--- src/rtl/cell_comm_pkg.sv ---
// Shared constants for the cell-controller packet format (RX decoder and TX builder).
package cell_comm_pkg;

    localparam logic [15:0] CELL_COMM_MAGIC = 16'hA5BE;
    localparam int unsigned PKT_WORDS       = 4;
    localparam int unsigned INVALID_BIT     = 31;
    localparam int unsigned CLIP_BIT        = 30;

    typedef enum logic [2:0] {
        ST_HDR   = 3'd0,
        ST_X     = 3'd1,
        ST_Y     = 3'd2,
        ST_S     = 3'd3,
        ST_DRAIN = 3'd4
    } cell_comm_state_t;

    // Magic in the top half, and every bit above the FOFB index must be zero.
    function automatic logic hdr_valid(input logic [31:0] word, input int unsigned idx_w);
        return (word[31:16] == CELL_COMM_MAGIC) && ((word[15:0] >> idx_w) == 16'h0000);
    endfunction

endpackage

--- src/rtl/cell_comm_packet_decoder_sat_counter.sv ---
// Saturating event counter; clr with inc in the same cycle restarts the count at 1.
module cell_comm_sat_counter
    import cell_comm_pkg::*;
#(
    parameter int COUNT_WIDTH = 16
) (
    input  logic                   clk,
    input  logic                   rst_n,
    input  logic                   inc,
    input  logic                   clr,
    output logic [COUNT_WIDTH-1:0] value
);

    always_ff @(posedge clk or negedge rst_n) begin
        if (!rst_n) begin
            value <= '0;
        end else if (clr) begin
            value <= inc ? COUNT_WIDTH'(1) : '0;
        end else if (inc && (value != '1)) begin
            value <= value + COUNT_WIDTH'(1);
        end
    end

endmodule

--- src/rtl/cell_comm_packet_decoder.sv ---
// Aurora RX cell-controller packet decoder: parses header/X/Y/S, writes the BPM table, keeps stats.
// Optional macro CELL_COMM_DECODER_BITMAP_EN adds the per-FA-cycle seen bitmap and duplicate counter.
module cell_comm_packet_decoder
    import cell_comm_pkg::*;
#(
    parameter int DATA_WIDTH     = 32,
    parameter int FOFB_IDX_WIDTH = 9,
    parameter int COUNT_WIDTH    = 16,
    parameter int TIMEOUT_CYCLES = 63
) (
    input  logic                      rxClk,
    input  logic                      rxAresetn,
    input  logic                      rxValid,
    input  logic                      rxLast,
    input  logic [DATA_WIDTH-1:0]     rxData,
    input  logic                      rxCRCvalid,
    input  logic                      rxCRCpass,
    input  logic                      rxFaStrobe,
    output logic                      wrEnable,
    output logic [FOFB_IDX_WIDTH-1:0] wrIndex,
    output logic [DATA_WIDTH-1:0]     wrX,
    output logic [DATA_WIDTH-1:0]     wrY,
    output logic [DATA_WIDTH-3:0]     wrS,
    output logic                      wrClip,
    output logic [COUNT_WIDTH-1:0]    goodCount,
    output logic [COUNT_WIDTH-1:0]    hdrErrCount,
    output logic [COUNT_WIDTH-1:0]    crcErrCount,
    output logic [COUNT_WIDTH-1:0]    shortErrCount,
    output logic [COUNT_WIDTH-1:0]    longErrCount,
    output logic [COUNT_WIDTH-1:0]    cycleCount
`ifdef CELL_COMM_DECODER_BITMAP_EN
    ,
    output logic [2**FOFB_IDX_WIDTH-1:0] rxSeenBitmap,
    output logic [COUNT_WIDTH-1:0]       dupErrCount
`endif
);

    localparam int IDLE_W = $clog2(TIMEOUT_CYCLES + 1);
    localparam logic [IDLE_W-1:0] IDLE_MAX = IDLE_W'(TIMEOUT_CYCLES);

    cell_comm_state_t          state;
    cell_comm_state_t          state_nxt;
    logic [IDLE_W-1:0]         idle_cnt;
    logic [FOFB_IDX_WIDTH-1:0] idx_q;
    logic [DATA_WIDTH-1:0]     x_q;
    logic [DATA_WIDTH-1:0]     y_q;
    logic [COUNT_WIDTH-1:0]    tally;

    logic hdr_ok;
    logic crc_ok;
    logic timeout;
    logic commit;
    logic hdr_err;
    logic crc_err;
    logic short_err;
    logic long_err;

    assign hdr_ok  = hdr_valid(rxData, FOFB_IDX_WIDTH);
    assign crc_ok  = rxCRCvalid && rxCRCpass && !rxData[INVALID_BIT];
    assign timeout = !rxValid && (state != ST_HDR) && (idle_cnt == IDLE_MAX);

    always_comb begin
        state_nxt = state;
        commit    = 1'b0;
        hdr_err   = 1'b0;
        crc_err   = 1'b0;
        short_err = 1'b0;
        long_err  = 1'b0;
        case (state)
            ST_HDR: begin
                if (rxValid) begin
                    if (!hdr_ok) hdr_err = 1'b1;
                    if (rxLast) begin
                        short_err = 1'b1;
                        state_nxt = ST_HDR;
                    end else begin
                        state_nxt = hdr_ok ? ST_X : ST_DRAIN;
                    end
                end
            end
            ST_X, ST_Y: begin
                if (rxValid) begin
                    if (rxLast) begin
                        short_err = 1'b1;
                        state_nxt = ST_HDR;
                    end else begin
                        state_nxt = (state == ST_X) ? ST_Y : ST_S;
                    end
                end else if (timeout) begin
                    short_err = 1'b1;
                    state_nxt = ST_HDR;
                end
            end
            ST_S: begin
                if (rxValid) begin
                    if (rxLast) begin
                        commit    = crc_ok;
                        crc_err   = !crc_ok;
                        state_nxt = ST_HDR;
                    end else begin
                        long_err  = 1'b1;
                        state_nxt = ST_DRAIN;
                    end
                end else if (timeout) begin
                    short_err = 1'b1;
                    state_nxt = ST_HDR;
                end
            end
            ST_DRAIN: begin
                if ((rxValid && rxLast) || timeout) state_nxt = ST_HDR;
            end
            default: state_nxt = ST_HDR;
        endcase
    end

    always_ff @(posedge rxClk or negedge rxAresetn) begin
        if (!rxAresetn) begin
            state      <= ST_HDR;
            idle_cnt   <= '0;
            idx_q      <= '0;
            x_q        <= '0;
            y_q        <= '0;
            wrEnable   <= 1'b0;
            wrIndex    <= '0;
            wrX        <= '0;
            wrY        <= '0;
            wrS        <= '0;
            wrClip     <= 1'b0;
            cycleCount <= '0;
        end else begin
            state    <= state_nxt;
            wrEnable <= commit;
            if (rxValid || (state == ST_HDR)) begin
                idle_cnt <= '0;
            end else if (idle_cnt != IDLE_MAX) begin
                idle_cnt <= idle_cnt + IDLE_W'(1);
            end
            if (rxValid) begin
                case (state)
                    ST_HDR:  if (hdr_ok) idx_q <= rxData[FOFB_IDX_WIDTH-1:0];
                    ST_X:    x_q <= rxData;
                    ST_Y:    y_q <= rxData;
                    default: ;
                endcase
            end
            if (commit) begin
                wrIndex <= idx_q;
                wrX     <= x_q;
                wrY     <= y_q;
                wrS     <= rxData[DATA_WIDTH-3:0];
                wrClip  <= rxData[CLIP_BIT];
            end
            // Snapshot the tally before this cycle's commit, which belongs to the new FA cycle.
            if (rxFaStrobe) cycleCount <= tally;
        end
    end

    cell_comm_sat_counter #(.COUNT_WIDTH(COUNT_WIDTH)) u_good_cnt (
        .clk(rxClk), .rst_n(rxAresetn), .inc(commit), .clr(1'b0), .value(goodCount)
    );
    cell_comm_sat_counter #(.COUNT_WIDTH(COUNT_WIDTH)) u_hdr_cnt (
        .clk(rxClk), .rst_n(rxAresetn), .inc(hdr_err), .clr(1'b0), .value(hdrErrCount)
    );
    cell_comm_sat_counter #(.COUNT_WIDTH(COUNT_WIDTH)) u_crc_cnt (
        .clk(rxClk), .rst_n(rxAresetn), .inc(crc_err), .clr(1'b0), .value(crcErrCount)
    );
    cell_comm_sat_counter #(.COUNT_WIDTH(COUNT_WIDTH)) u_short_cnt (
        .clk(rxClk), .rst_n(rxAresetn), .inc(short_err), .clr(1'b0), .value(shortErrCount)
    );
    cell_comm_sat_counter #(.COUNT_WIDTH(COUNT_WIDTH)) u_long_cnt (
        .clk(rxClk), .rst_n(rxAresetn), .inc(long_err), .clr(1'b0), .value(longErrCount)
    );
    cell_comm_sat_counter #(.COUNT_WIDTH(COUNT_WIDTH)) u_tally_cnt (
        .clk(rxClk), .rst_n(rxAresetn), .inc(commit), .clr(rxFaStrobe), .value(tally)
    );

`ifdef CELL_COMM_DECODER_BITMAP_EN
    logic [2**FOFB_IDX_WIDTH-1:0] seen;
    logic                         dup_hit;

    assign dup_hit = commit && !rxFaStrobe && seen[idx_q];

    always_ff @(posedge rxClk or negedge rxAresetn) begin
        if (!rxAresetn) begin
            seen         <= '0;
            rxSeenBitmap <= '0;
        end else begin
            if (rxFaStrobe) begin
                rxSeenBitmap <= seen;
                seen         <= '0;
            end
            if (commit) seen[idx_q] <= 1'b1;
        end
    end

    cell_comm_sat_counter #(.COUNT_WIDTH(COUNT_WIDTH)) u_dup_cnt (
        .clk(rxClk), .rst_n(rxAresetn), .inc(dup_hit), .clr(1'b0), .value(dupErrCount)
    );
`endif

endmodule

--- config.mk ---
export PLATFORM = sky130hd
export DESIGN_NAME = cell_comm_packet_decoder
export DESIGN_NICKNAME = d
export VERILOG_FILES = /design/src/rtl/cell_comm_pkg.sv /design/src/rtl/cell_comm_packet_decoder_sat_counter.sv /design/src/rtl/cell_comm_packet_decoder.sv
export SDC_FILE = /design/constraint.sdc
export NUM_CORES = 1
export LEC_CHECK = 0
export ABC_CLOCK_PERIOD_IN_PS = 6110
export CORE_ASPECT_RATIO = 2
export CORE_UTILIZATION = 57
export DETAILED_ROUTE_END_ITERATION = 8
export GPL_TIMING_DRIVEN = 0
export PLACE_DENSITY = 0.82
export SYNTH_ARGS = -nofsm -noshare
export SYNTH_HDL_FRONTEND = slang
export SYNTH_HIERARCHICAL = 1
export SYNTH_SLANG_ARGS = --single-unit
export TNS_END_PERCENT = 10
--- constraint.sdc ---
create_clock -name rxClk -period 6.11 [get_ports rxClk]
set_input_delay 1.833 -clock rxClk [delete_from_list [all_inputs] [get_ports rxClk]]
set_output_delay 1.833 -clock rxClk [all_outputs]
set_load 0.01 [all_outputs]
# Yosys cells after proc, flatten, opt, wreduce, memory -nomap -nowiden
# Cells that the tools add are included.
# op_classes
add_sub_neg,7
eq_ne,15
mux,34
reduce_logical,27
# op_table
operator,n
16-bit by 1-bit adder with 16-bit output (second input constant),6
16-bit inequality test (second input constant),6
16-bit 2-to-1 mux,2
3-bit 2-to-1 mux,8
1-bit 2-to-1 mux,19
16-bit == test (second input constant),1
16-bit zero test,1
1-bit logical AND,12
6-bit 2-to-1 mux,2
3-bit case mux with 4 select lines,1
6-bit by 1-bit adder with 6-bit output (second input constant),1
3-bit by 2-bit == test with 1-bit output (second input constant),2
6-bit == test (second input constant),1
6-bit inequality test (second input constant),1
2-bit AND reduction,3
2-bit inequality test (second input constant),2
2-bit nonzero test,2
3-bit by 1-bit == test with 1-bit output (second input constant),1
3-bit == test (second input constant),1
1-bit zero test,3
3-bit zero test,1
1-bit case mux with 3 select lines,1
3-bit AND reduction,1
3-bit nonzero test,1
3 further kinds,4
# totals
register_bits,299
inputBits,39
output_inout_bits,201
word_cells,101

# Logic depth before layout (Yosys ltp)
# Gate-level depths: netlist of run 1.
# logic_depth
depth_word,8
ltp_mapped,13
ltp_nobuf,9

# Modules after synthesis
# The synthesis of run 1 kept the hierarchy.
# by_module_without_submodules
module,n_inst,cells_per_inst,area_each_um2,seq_area_each_um2
cell_comm_packet_decoder,1,480,7990.2,5079.9
cell_comm_sat_counter at u_crc_cnt ...,4,102,959.7,400.4
cell_comm_sat_counter at u_tally_cnt,1,96,945.9,400.4
cell_comm_sat_counter at u_good_cnt,1,99,924.6,400.4

# Worst setup path after synthesis of run 1
# Ideal clock, no wire load.
# synth_path
path_kind,in2reg
from,input rxValid
to,register u_tally_cnt.value[15]
setup_ns,0.078
arrival_time_ns,4.044
required_time_ns,6.032
setup_slack_ns,1.989
stages,13
n_path_buf,5
cell_sequence,nand2b_1 buf_2 or3_1 nand2b_4 buf_6 buf_6 buf_6 inv_1 clkbuf_2 and4_2 nand2_1 or4_1 a21oi_1
# synth_between
elab_chain_len,4
# synth_lines
item,line_no,source
"start, declared",cell_comm_packet_decoder.sv:13,"input logic rxValid,"
1-bit 2-to-1 mux,cell_comm_packet_decoder.sv:95,if (rxValid) begin
1-bit 2-to-1 mux,cell_comm_packet_decoder.sv:69,case (state)
via commit,cell_comm_packet_decoder.sv:52,logic commit;
1-bit logical AND,cell_comm_packet_decoder_sat_counter.sv:19,end else if (inc && (value != '1)) begin
2-bit nonzero test (no line),--,
"end signal, assigned",cell_comm_packet_decoder_sat_counter.sv:18,value <= inc ? COUNT_WIDTH'(1) : '0;
"end signal, assigned",cell_comm_packet_decoder_sat_counter.sv:20,value <= value + COUNT_WIDTH'(1);
"end, declared",cell_comm_packet_decoder_sat_counter.sv:11,output logic [COUNT_WIDTH-1:0] value
# The timed path passes the listed nets, and every way through them passes these cells.
# A chain may end at the register's enable or synchronous reset.

# Final worst setup path of run 1
# layout_path
from,input rxValid
to,register u_tally_cnt.value[11]
# The elaborated chain is that of the path after synthesis.

==> reports/results.tsv, run 1 <==
stage	metric	value	unit
status	status	finished, violations left	
critical_path	cp_slowest_cell	clkdlybuf4s50_1	
clocking	cts_sinks	299	
synthesis	seq_area_frac_synth	0.546	
power_and_ir_drop	peakVddDrop	0.000277	V
sta	rsz0062_at_grt	no	
detailed_routing	drt_pass1_iterations	7	
critical_path	cp.arrival	5100	ps
global_routing	grt_antenna_before_repair	0	
detailed_routing	post_drt_wl_per_cell	20.2	um
synthesis	synthCells	1083	
clocking	clk_latency	540	ps
critical_path	cp-end-kind	register	
synthesis	synth_seq_cells	299	
critical_path	crit_buf_inv	7	
floorplan	coreArea	23400	um^2
power_and_ir_drop	power_density	232	nW/um^2
power_and_ir_drop	power.switching	0.000878	W
critical_path	crit_type	input pin to register	
cells_and_area	diodes	0	
cells_and_area	multi_input_area	5820	um^2
clocking	clk_pin_slew_worst_paths	70	ps
power_and_ir_drop	leakage	7.89	nW
critical_path	crit_path_frequent_cell	buf_6	
critical_path	worst_setup_path_start_kind	input pin	
sta	fmax	212	MHz
global_routing	grt-ovfl-total	0	
cells_and_area	layout-drive-gt1-share	0.240	
sta	finalHoldViolations	0	
min_path	hold_class	register to register	
synthesis	synth_warnings	6	
critical_path	cp_max_fo	10	
synthesis	avgSynthCellArea	12.6	um^2
sta	period_share	0.771	
critical_path	critPathRequiredTime	6500	ps
detailed_routing	vias_per_cell	6.04	
place	place_congestion	0.864	
sta	drv_slew	0	
floorplan	pin_count	240	
global_routing	grtUsageTotal	0.280	
clocking	cts_buffer_depth	3	
power_and_ir_drop	seqPwrFrac	0.491	
floorplan	rows	79	
sta	tightest_slew	1020	ps
floorplan	initial_core_util	0.585	
sta	period_needed	4710	ps
run	cap_violations	0	
clocking	cts_setup_buffers	0	
sta	fin_skew	10.7	ps
power_and_ir_drop	p_comb_frac	0.038	
detailed_routing	vias	10070	
sta	setup-violations-final	0	
power_and_ir_drop	p_sw_frac	0.215	
synthesis	synth_edf_count	0	
clocking	tritoncts.num_buffers	27	
cells_and_area	finish.utilization	0.750	
clocking	holdBufCountCts	0	
detailed_routing	dr.first_iter.drc_count	716	
critical_path	path_cells	clkdlybuf4s50_1 -> nand2b_1 -> buf_2 -> or3_1 -> nand2b_4 -> buf_6 -> buf_6 -> buf_6 -> inv_1 -> clkbuf_2 -> and4_2 -> nand2_1 -> o311ai_0 -> o41ai_1	
global_routing	grt_first_pass_wirelength	55200	um
power_and_ir_drop	p_int	0.00320	W
clocking	cts-root-buf	clkbuf_16	
global_routing	first_global_vias	10594	
floorplan	die_h	221	um
detailed_routing	wl	33800	um
clocking	cts_resized	0	
critical_path	critPathTopFamily	buffers and inverters	
sta	hold_ws	502	ps
synthesis	yosys_most_used_dff	dfrtp_1	
floorplan	die_area	24700	um^2
detailed_routing	antenna_left	0	
power_and_ir_drop	clock_power_share	0.471	
cells_and_area	final_nets	1411	
sta	relSlewSlack	0.321	
clocking	htreeDepth	1	
status	violations	design-rule violations	
critical_path	slowest_delay	610	ps
cells_and_area	fillerInstances	1584	
synthesis	syn_area	13700	um^2
cells_and_area	area_delta_synth_final	28.2	%
clocking	cts_tree	built	
synthesis	yosysUniqueCellTypes	65	
place	dp_hpwl	24000	um
floorplan	die-width	112	um
synthesis	async_reset_ff_frac	1.00	
place	io_buffers	239	
cells_and_area	seqCellArea	7480	um^2
detailed_routing	drc	14	
global_routing	grt_start_max_net_pins	121	
cell type report:
| cell class | count | area share |
|---|---|---|
| tap | 283 | 0.0202 |
| inverter | 33 | 0.00705 |
| buffer | 50 | 0.0182 |
| sequential | 299 | 0.426 |
| multi-input combinational | 713 | 0.331 |
| clock buffer | 32 | 0.0413 |
| clock inverter | 17 | 0.0161 |
| timing repair buffer | 241 | 0.140 |
per-stage QoR:
| step | setup slack [ps] | power (W) | setup TNS [ps] | cell area [um^2] | instances |
|---|---|---|---|---|---|
| finish | 1400 | 0.00407 | 0 | 17600 | 1668 |
| global route | 1290 | 0.00420 | 0 | 17600 | 1668 |
| CTS | 1490 | 0.00411 | 0 | 17600 | 1668 |
| detailed placement | 946 | 0.00219 | 0 | 16600 | 1619 |
| global placement | -9420 | 0.00218 | -2805000 | 16500 | 1617 |
| floorplan | 1990 | 0.00208 | 0 | 13700 | 1095 |
routing by layer:
metal	global-route usage	wire length (um)
met1	0.303	11900
met2	0.520	18500
met3	0.0446	1740
met4	0.138	1640
met5	0	0
path summary, 6_finish.rpt:
check	startpoint	to	slack (ps)	cells past startpoint
max in group asynchronous	rxAresetn	x_q[31]	3710	2
worst max register to register	state[2]	u_tally_cnt/value[11]	2800	13
min in group asynchronous	rxAresetn	u_crc_cnt/value[7]	1340	1
worst min-delay path	y_q[9]	y_q[9]	500	1
worst max-delay path	rxValid	u_tally_cnt/value[11]	1400	14
worst min register to register	y_q[9]	y_q[9]	500	1
cell usage after synthesis (all sizes together), types with 6 or more instances:
master	number	area [um^2]
nor2	63	236
nor2b	14	87.6
clkbuf	8	31.3
ha	7	87.6
nor3b	9	67.6
o211ai	7	52.6
nand3	39	250
mux2i	6	60.1
mux2	210	2550
o311ai	13	114
or4	20	158
dfrtp	299	7480
nor4	24	205
a21oi	45	225
o31ai	9	67.6
o41ai	17	149
and3	8	50.1
nand2	37	139
a211oi	13	118
nand4	33	297
and4	12	111
a31oi	7	43.8
buf	40	267
o21ai	18	90.1
or3	12	77.6
or2	6	37.5
nor3	33	165
nand3b	6	45.0
inv	33	124
cells by family (layout without fill, tap and decap cells):
family	Yosys count	in the layout	synth area share
buffers and inverters	83	373	0.0323
AND/OR/NAND/NOR	327	327	0.148
adder cells (fa/ha/maj)	7	7	0.00639
AO/OA/AOI/OAI	147	147	0.0741
flip-flops	299	299	0.546
multiplexers	216	216	0.190
other	1	13	0.000274
XOR/XNOR	3	3	0.00192
flip-flops by register name, indices dropped and copies added (netlist names), 3 cells and up:
| signal | flops |
|---|---|
| x_q | 32 |
| y_q | 32 |
| idle_cnt | 6 |
| wrS | 30 |
| u_crc_cnt/value | 16 |
| wrIndex | 9 |
| state | 3 |
| u_short_cnt/value | 16 |
| u_good_cnt/value | 16 |
| u_hdr_cnt/value | 16 |
| u_tally_cnt/value | 16 |
| idx_q | 9 |
| u_long_cnt/value | 16 |
| wrY | 32 |
| cycleCount | 16 |
| wrX | 32 |
power groups by stage:
stage | clock (W) | sequential (W) | combinational, W
finish | 0.00192 | 0.00200 | 0.000156
global route | 0.00203 | 0.00200 | 0.000174
CTS | 0.00195 | 0.00200 | 0.000154
detailed placement | 0 | 0.00204 | 0.000154
global placement | 0 | 0.00204 | 0.000144
floorplan | 0 | 0.00204 | 0.0000461
layout by cell type (no fill, tap or decap), types with 7 or more instances in the layout:
cell,Yosys,final
dfrtp_1,299,299
clkdlybuf4s50_1,0,238
mux2_2,157,157
nor2_1,63,63
mux2_4,49,49
a21oi_1,45,45
nand2_1,37,37
nand3_1,34,34
nor3_1,33,33
inv_1,33,33
nand4_1,27,27
clkbuf_16,0,27
buf_2,21,21
nor4_1,18,18
o21ai_0,18,18
o41ai_1,17,17
or4_1,16,16
nor2b_1,14,14
conb_1,1,13
o311ai_0,13,13
or3_1,10,10
clkbuf_1,7,9
nor3b_1,9,9
buf_6,9,9
a211oi_1,9,9
o31ai_1,9,9
and3_1,8,8
a31oi_1,7,7
ha_1,7,7
bufinv_16,0,7
o211ai_1,7,7
and4_1,7,7
Note: power is estimated with default switching activity, not from simulation.
==> inputs of run 2 (changes only) <==
ABC_CLOCK_PERIOD_IN_PS = 4800   (was 6110)
CORE_UTILIZATION = 53   (was 57)
PLACE_DENSITY = 0.77   (was 0.82)
clock period = 4.8 ns   (was 6.11 ns; I/O delays follow)
==> run 2 against run 1 <==
  * The run now ends clean
  * Die area up 7.4%
  * Clock power increased by 12%
  * Via count shrank 1.4%
  * Critical path type unchanged
  * Critical endpoint is now u_tally_cnt/value[13]
  * Largest cell class unchanged
==> reports/results.tsv, run 2 (same netlist as run 1, synthesis figures left out) <==
stage	metric	value	unit
global_routing	first_global_vias	10372	
power_and_ir_drop	power_density	280	nW/um^2
cells_and_area	layout-drive-gt1-share	0.235	
critical_path	cp-end-kind	register	
power_and_ir_drop	peakVddDrop	0.000338	V
sta	setup-violations-final	0	
detailed_routing	vias	9931	
place	io_buffers	239	
sta	period_needed	4250	ps
min_path	hold_class	register to register	
sta	fin_skew	10.8	ps
global_routing	grt_first_pass_wirelength	55000	um
critical_path	slowest_delay	600	ps
floorplan	rows	82	
detailed_routing	drc	0	
sta	fmax	236	MHz
critical_path	crit_type	input pin to register	
clocking	cts_buffer_depth	3	
critical_path	path_cells	clkdlybuf4s50_1 -> nand2b_1 -> buf_2 -> or3_1 -> nand2b_4 -> buf_6 -> buf_6 -> buf_6 -> inv_1 -> clkbuf_2 -> and4_2 -> nand2_1 -> or4_1 -> a21oi_1	
cells_and_area	area_delta_synth_final	27.7	%
clocking	tritoncts.num_buffers	27	
detailed_routing	post_drt_wl_per_cell	19.6	um
run	cap_violations	0	
global_routing	grt-ovfl-total	0	
detailed_routing	dr.first_iter.drc_count	533	
detailed_routing	wl	33800	um
power_and_ir_drop	leakage	7.83	nW
clocking	cts-root-buf	clkbuf_16	
floorplan	die_h	229	um
global_routing	grt_start_max_net_pins	108	
floorplan	pin_count	240	
status	status	finished, final reports clean	
detailed_routing	antenna_left	0	
cells_and_area	diodes	0	
clocking	cts_setup_buffers	0	
global_routing	grtUsageTotal	0.265	
clocking	holdBufCountCts	0	
floorplan	die-width	116	um
critical_path	crit_path_frequent_cell	buf_6	
cells_and_area	layout_commonest_cell	dfrtp_1	
clocking	htreeDepth	1	
detailed_routing	drt_pass1_iterations	5	
global_routing	grt_antenna_before_repair	0	
floorplan	coreArea	25200	um^2
cells_and_area	design_area	17500	um^2
critical_path	critPathRequiredTime	5270	ps
sta	finalHoldViolations	0	
critical_path	worst_setup_path_start_kind	input pin	
clocking	clk_pin_slew_worst_paths	70	ps
detailed_routing	vias_per_cell	5.77	
floorplan	initial_core_util	0.543	
critical_path	cp.arrival	4710	ps
cells_and_area	final_cell_mix	299 x dfrtp_1, 238 x clkdlybuf4s50_1, 157 x mux2_2, 63 x nor2_1, 49 x mux2_4	
sta	tightest_slew	936	ps
sta	rsz0062_at_grt	no	
sta	relSlewSlack	0.375	
critical_path	cp_slowest_cell	clkdlybuf4s50_1	
sta	period_share	0.885	
sta	drv_slew	0	
critical_path	cp_max_fo	10	
place	dp_hpwl	24300	um
clocking	cts_resized	0	
place	place_congestion	0.881	
place	placed_area	16600	um^2
clocking	cts_tree	built	
power_and_ir_drop	total_power	0.00490	W
clocking	clk_latency	550	ps
clocking	cts_sinks	299	
cells_and_area	final_nets	1411	
floorplan	die_area	26500	um^2
==> run 2: power breakdown <==
part | total (W) | switching [W] | internal [W] | leakage (nW)
logic | 0.000196 | 0.000121 | 0.0000751 | 3.23
clock network | 0.00216 | 0.000952 | 0.00121 | 0.425
registers | 0.00255 | 0.0000169 | 0.00253 | 4.17
==> run 2: layer usage <==
layer  global-route usage  share of wire  vias up
met3               0.0558          0.053       64
met1                0.282           0.35     4990
met4                0.107          0.036        0
met2                0.495           0.56      272
li1                     -              -     4605
met5                    0              0        -
==> run 2: cell type report <==
class / count / area (um^2)
sequential: 299 / 7480
fill: 1926 / 7740
clock inverter: 7 / 72.6
tap: 336 / 420
multi-input combinational: 713 / 5820
timing repair buffer: 241 / 2450
inverter: 33 / 124
clock buffer: 43 / 806
buffer: 50 / 319
==> run 2: worst paths after layout <==
check                               start                     to  slack, ps  depth (start not counted)
max in group asynchronous       rxAresetn                wrX[12]       2800                          2
worst min register to register   idx_q[3]             wrIndex[3]        500                          1
min in group asynchronous       rxAresetn    u_good_cnt/value[6]        930                          1
worst min-delay path             idx_q[3]             wrIndex[3]        500                          1
worst max register to register   state[2]  u_tally_cnt/value[13]       1550                         13
worst max-delay path              rxValid  u_tally_cnt/value[13]        550                         14
==> run 2: worst max-delay path: cells and delay by family <==
| kind | cells | cell delay (ps) |
|---|---|---|
| compound gates | 1 | 170 |
| buf+inv | 7 | 1590 |
| simple gates | 6 | 1480 |
==> run 2: metrics by stage <==
| step | TNS, ps | setup WS, ps | hold slack (ps) | std cells | util |
|---|---|---|---|---|---|
| 2_1_floorplan | 0 | 1070 | 461 | 1095 | - |
| 3_3_place_gp | -3125940 | -10500 | 482 | 1670 | 0.656 |
| 3_5_place_dp | 0 | 78.0 | 491 | 1672 | 0.658 |
| 4_1_cts | 0 | 630 | 499 | 1722 | 0.693 |
| 5_1_grt | 0 | 426 | 513 | 1722 | 0.693 |
| 6_report | 0 | 554 | 499 | 1722 | 0.693 |
==> inputs of run 3 (changes only) <==
CORE_UTILIZATION = 55   (was 53)
CTS_BUF_LIST = sky130_fd_sc_hd__clkbuf_4 sky130_fd_sc_hd__clkbuf_8   (was default)
PLACE_DENSITY = 0.8   (was 0.77)
==> run 3 against run 2 <==
  * Sequential cell count is the same
  * Clock-buffer cell count grew 28
  * Combinational power is essentially flat
  * Utilization grew 2.6 points
  * Final area grew 0.34%
  * Power grew 0.83%
  * Non-clock buffer count is the same
  * Critical path depth shrank 1
  * Global-route usage grew 0.47 points
  * Sequential power is essentially flat
  * Sequential share of layout area shrank 0.15 points
  * Largest cell class unchanged
  * Highest routed layer unchanged
==> reports/results.tsv, run 3 (same netlist as run 1, synthesis figures left out) <==
stage	metric	value	unit
status	status	finished, final reports clean	
sta	rsz0062_at_grt	no	
sta	finalHoldViolations	0	
critical_path	crit_buf_inv	7	
power_and_ir_drop	peakVddDrop	0.000271	V
cells_and_area	multi_input_area	5820	um^2
clocking	cts_buffer_depth	3	
critical_path	cp_max_fo	10	
detailed_routing	drt_pass1_iterations	6	
critical_path	cp_slowest_cell	or4_2	
sta	drv_slew	0	
power_and_ir_drop	leakage	7.90	nW
critical_path	r2r_start	state[2]	
sta	fin_skew	31.9	ps
place	io_buffers	239	
critical_path	crit_path_frequent_cell	buf_6	
detailed_routing	vias_per_cell	5.84	
floorplan	die_area	25600	um^2
critical_path	reg2regPathDepth	12	
floorplan	die_h	225	um
detailed_routing	drc	0	
clocking	htreeDepth	2	
critical_path	r2r-end	u_good_cnt/value[8]	
global_routing	grt_start_max_net_pins	128	
floorplan	die-width	114	um
cells_and_area	area_delta_synth_final	28.1	%
global_routing	grt_first_pass_wirelength	54400	um
place	place_congestion	0.873	
cells_and_area	final_nets	1427	
power_and_ir_drop	power_density	282	nW/um^2
clocking	tritoncts.num_buffers	43	
floorplan	pin_count	240	
clocking	cts_resized	0	
cells_and_area	seqCellArea	7480	um^2
critical_path	path_cells	clkdlybuf4s50_1 -> nand2b_1 -> buf_2 -> or3_1 -> nand2b_4 -> buf_6 -> buf_6 -> buf_6 -> inv_1 -> buf_6 -> nand3_1 -> or4_2 -> a21oi_1	
global_routing	grt-ovfl-total	0	
floorplan	initial_core_util	0.561	
sta	fmax	236	MHz
detailed_routing	vias	10177	
global_routing	first_global_vias	10530	
clocking	cts_setup_buffers	0	
critical_path	critPathTopFamily	simple AND/OR/NAND/NOR gates	
detailed_routing	post_drt_wl_per_cell	19.3	um
clocking	clk_latency	570	ps
sta	period_share	0.881	
place	place_ws	59.9	ps
sta	period_needed	4230	ps
place	dp_hpwl	24100	um
min_path	hold_start	idx_q[8]	
cells_and_area	layout-drive-gt1-share	0.255	
floorplan	coreArea	24400	um^2
min_path	min_to	wrIndex[8]	
critical_path	critPathRequiredTime	5280	ps
detailed_routing	antenna_left	0	
clocking	cts_tree	built	
clocking	cts_sinks	299	
sta	setup-violations-final	0	
critical_path	crit_type	input pin to register	
detailed_routing	wl	33600	um
critical_path	cp.arrival	4710	ps
global_routing	grtUsageTotal	0.270	
cells_and_area	fillerInstances	1749	
cells_and_area	layout_commonest_cell	dfrtp_1	
sta	tightest_slew	998	ps
detailed_routing	dr.first_iter.drc_count	637	
critical_path	rrSetupSlack	1510	ps
clocking	holdBufCountCts	0	
run	cap_violations	0	
critical_path	slowest_delay	730	ps
min_path	hold_class	register to register	
sta	setup_ws	570	ps
cells_and_area	finish.utilization	0.719	
floorplan	rows	81	
min_path	hold-path-cell-count	1	
sta	relSlewSlack	0.333	
clocking	cts-root-buf	clkbuf_8	
cells_and_area	final_cell_mix	299 x dfrtp_1, 238 x clkdlybuf4s50_1, 157 x mux2_2, 63 x nor2_1, 53 x clkbuf_8	
global_routing	grt_antenna_before_repair	1	
clocking	clk_pin_slew_worst_paths	70	ps
critical_path	worst_setup_path_start_kind	input pin	
critical_path	cp-end-kind	register	
[run 3: final cells by class]
| type | count | share of cell area |
|---|---|---|
| inverters | 33 | 0.00706 |
| repair buffers | 241 | 0.140 |
| well taps | 332 | 0.0237 |
| multi-input cells | 713 | 0.331 |
| clock buffers | 71 | 0.0492 |
| plain buffers | 50 | 0.0182 |
| flip-flops and latches | 299 | 0.426 |
| diodes | 1 | 0.000143 |
| clock inverters | 4 | 0.00435 |
[run 3: where the power goes]
group          leakage (nW)  internal, W  switching [W]
sequential             4.17      0.00253      0.0000152
clock                 0.497      0.00124       0.000958
combinational          3.23    0.0000750       0.000122
total                  7.90      0.00385        0.00110
[run 3: how the worst max path moves through the flow]
stage	startpoint	to	slack (ps)	cells past startpoint
floorplan	rxValid	u_tally_cnt/value[15]	1070	13
global placement	rxAresetn	wrS[16]	-10410	1
detailed placement	rxValid	u_good_cnt/value[8]	60	13
CTS	rxValid	u_good_cnt/value[8]	620	13
global route	rxValid	u_good_cnt/value[8]	460	13
finish	rxValid	u_good_cnt/value[8]	570	13
[run 3: routing by layer]
layer | part of all wire | up-vias | global-route usage
met5 | 0 | - | 0
met4 | 0.047 | 0 | 0.129
met2 | 0.55 | 346 | 0.503
met1 | 0.35 | 5084 | 0.288
met3 | 0.052 | 112 | 0.0498
li1 | - | 4635 | -
[run 3: metrics by stage]
step                cells  hold WS, ps   TNS, ps  cell area, um^2  total power [W]
global route         1744          509         0            17600          0.00511
global placement     1666          482  -3100570            16600          0.00278
finish               1744          491         0            17600          0.00494
detailed placement   1668          489         0            16600          0.00279
floorplan            1095          461         0            13700          0.00265
CTS                  1743          501         0            17600          0.00499
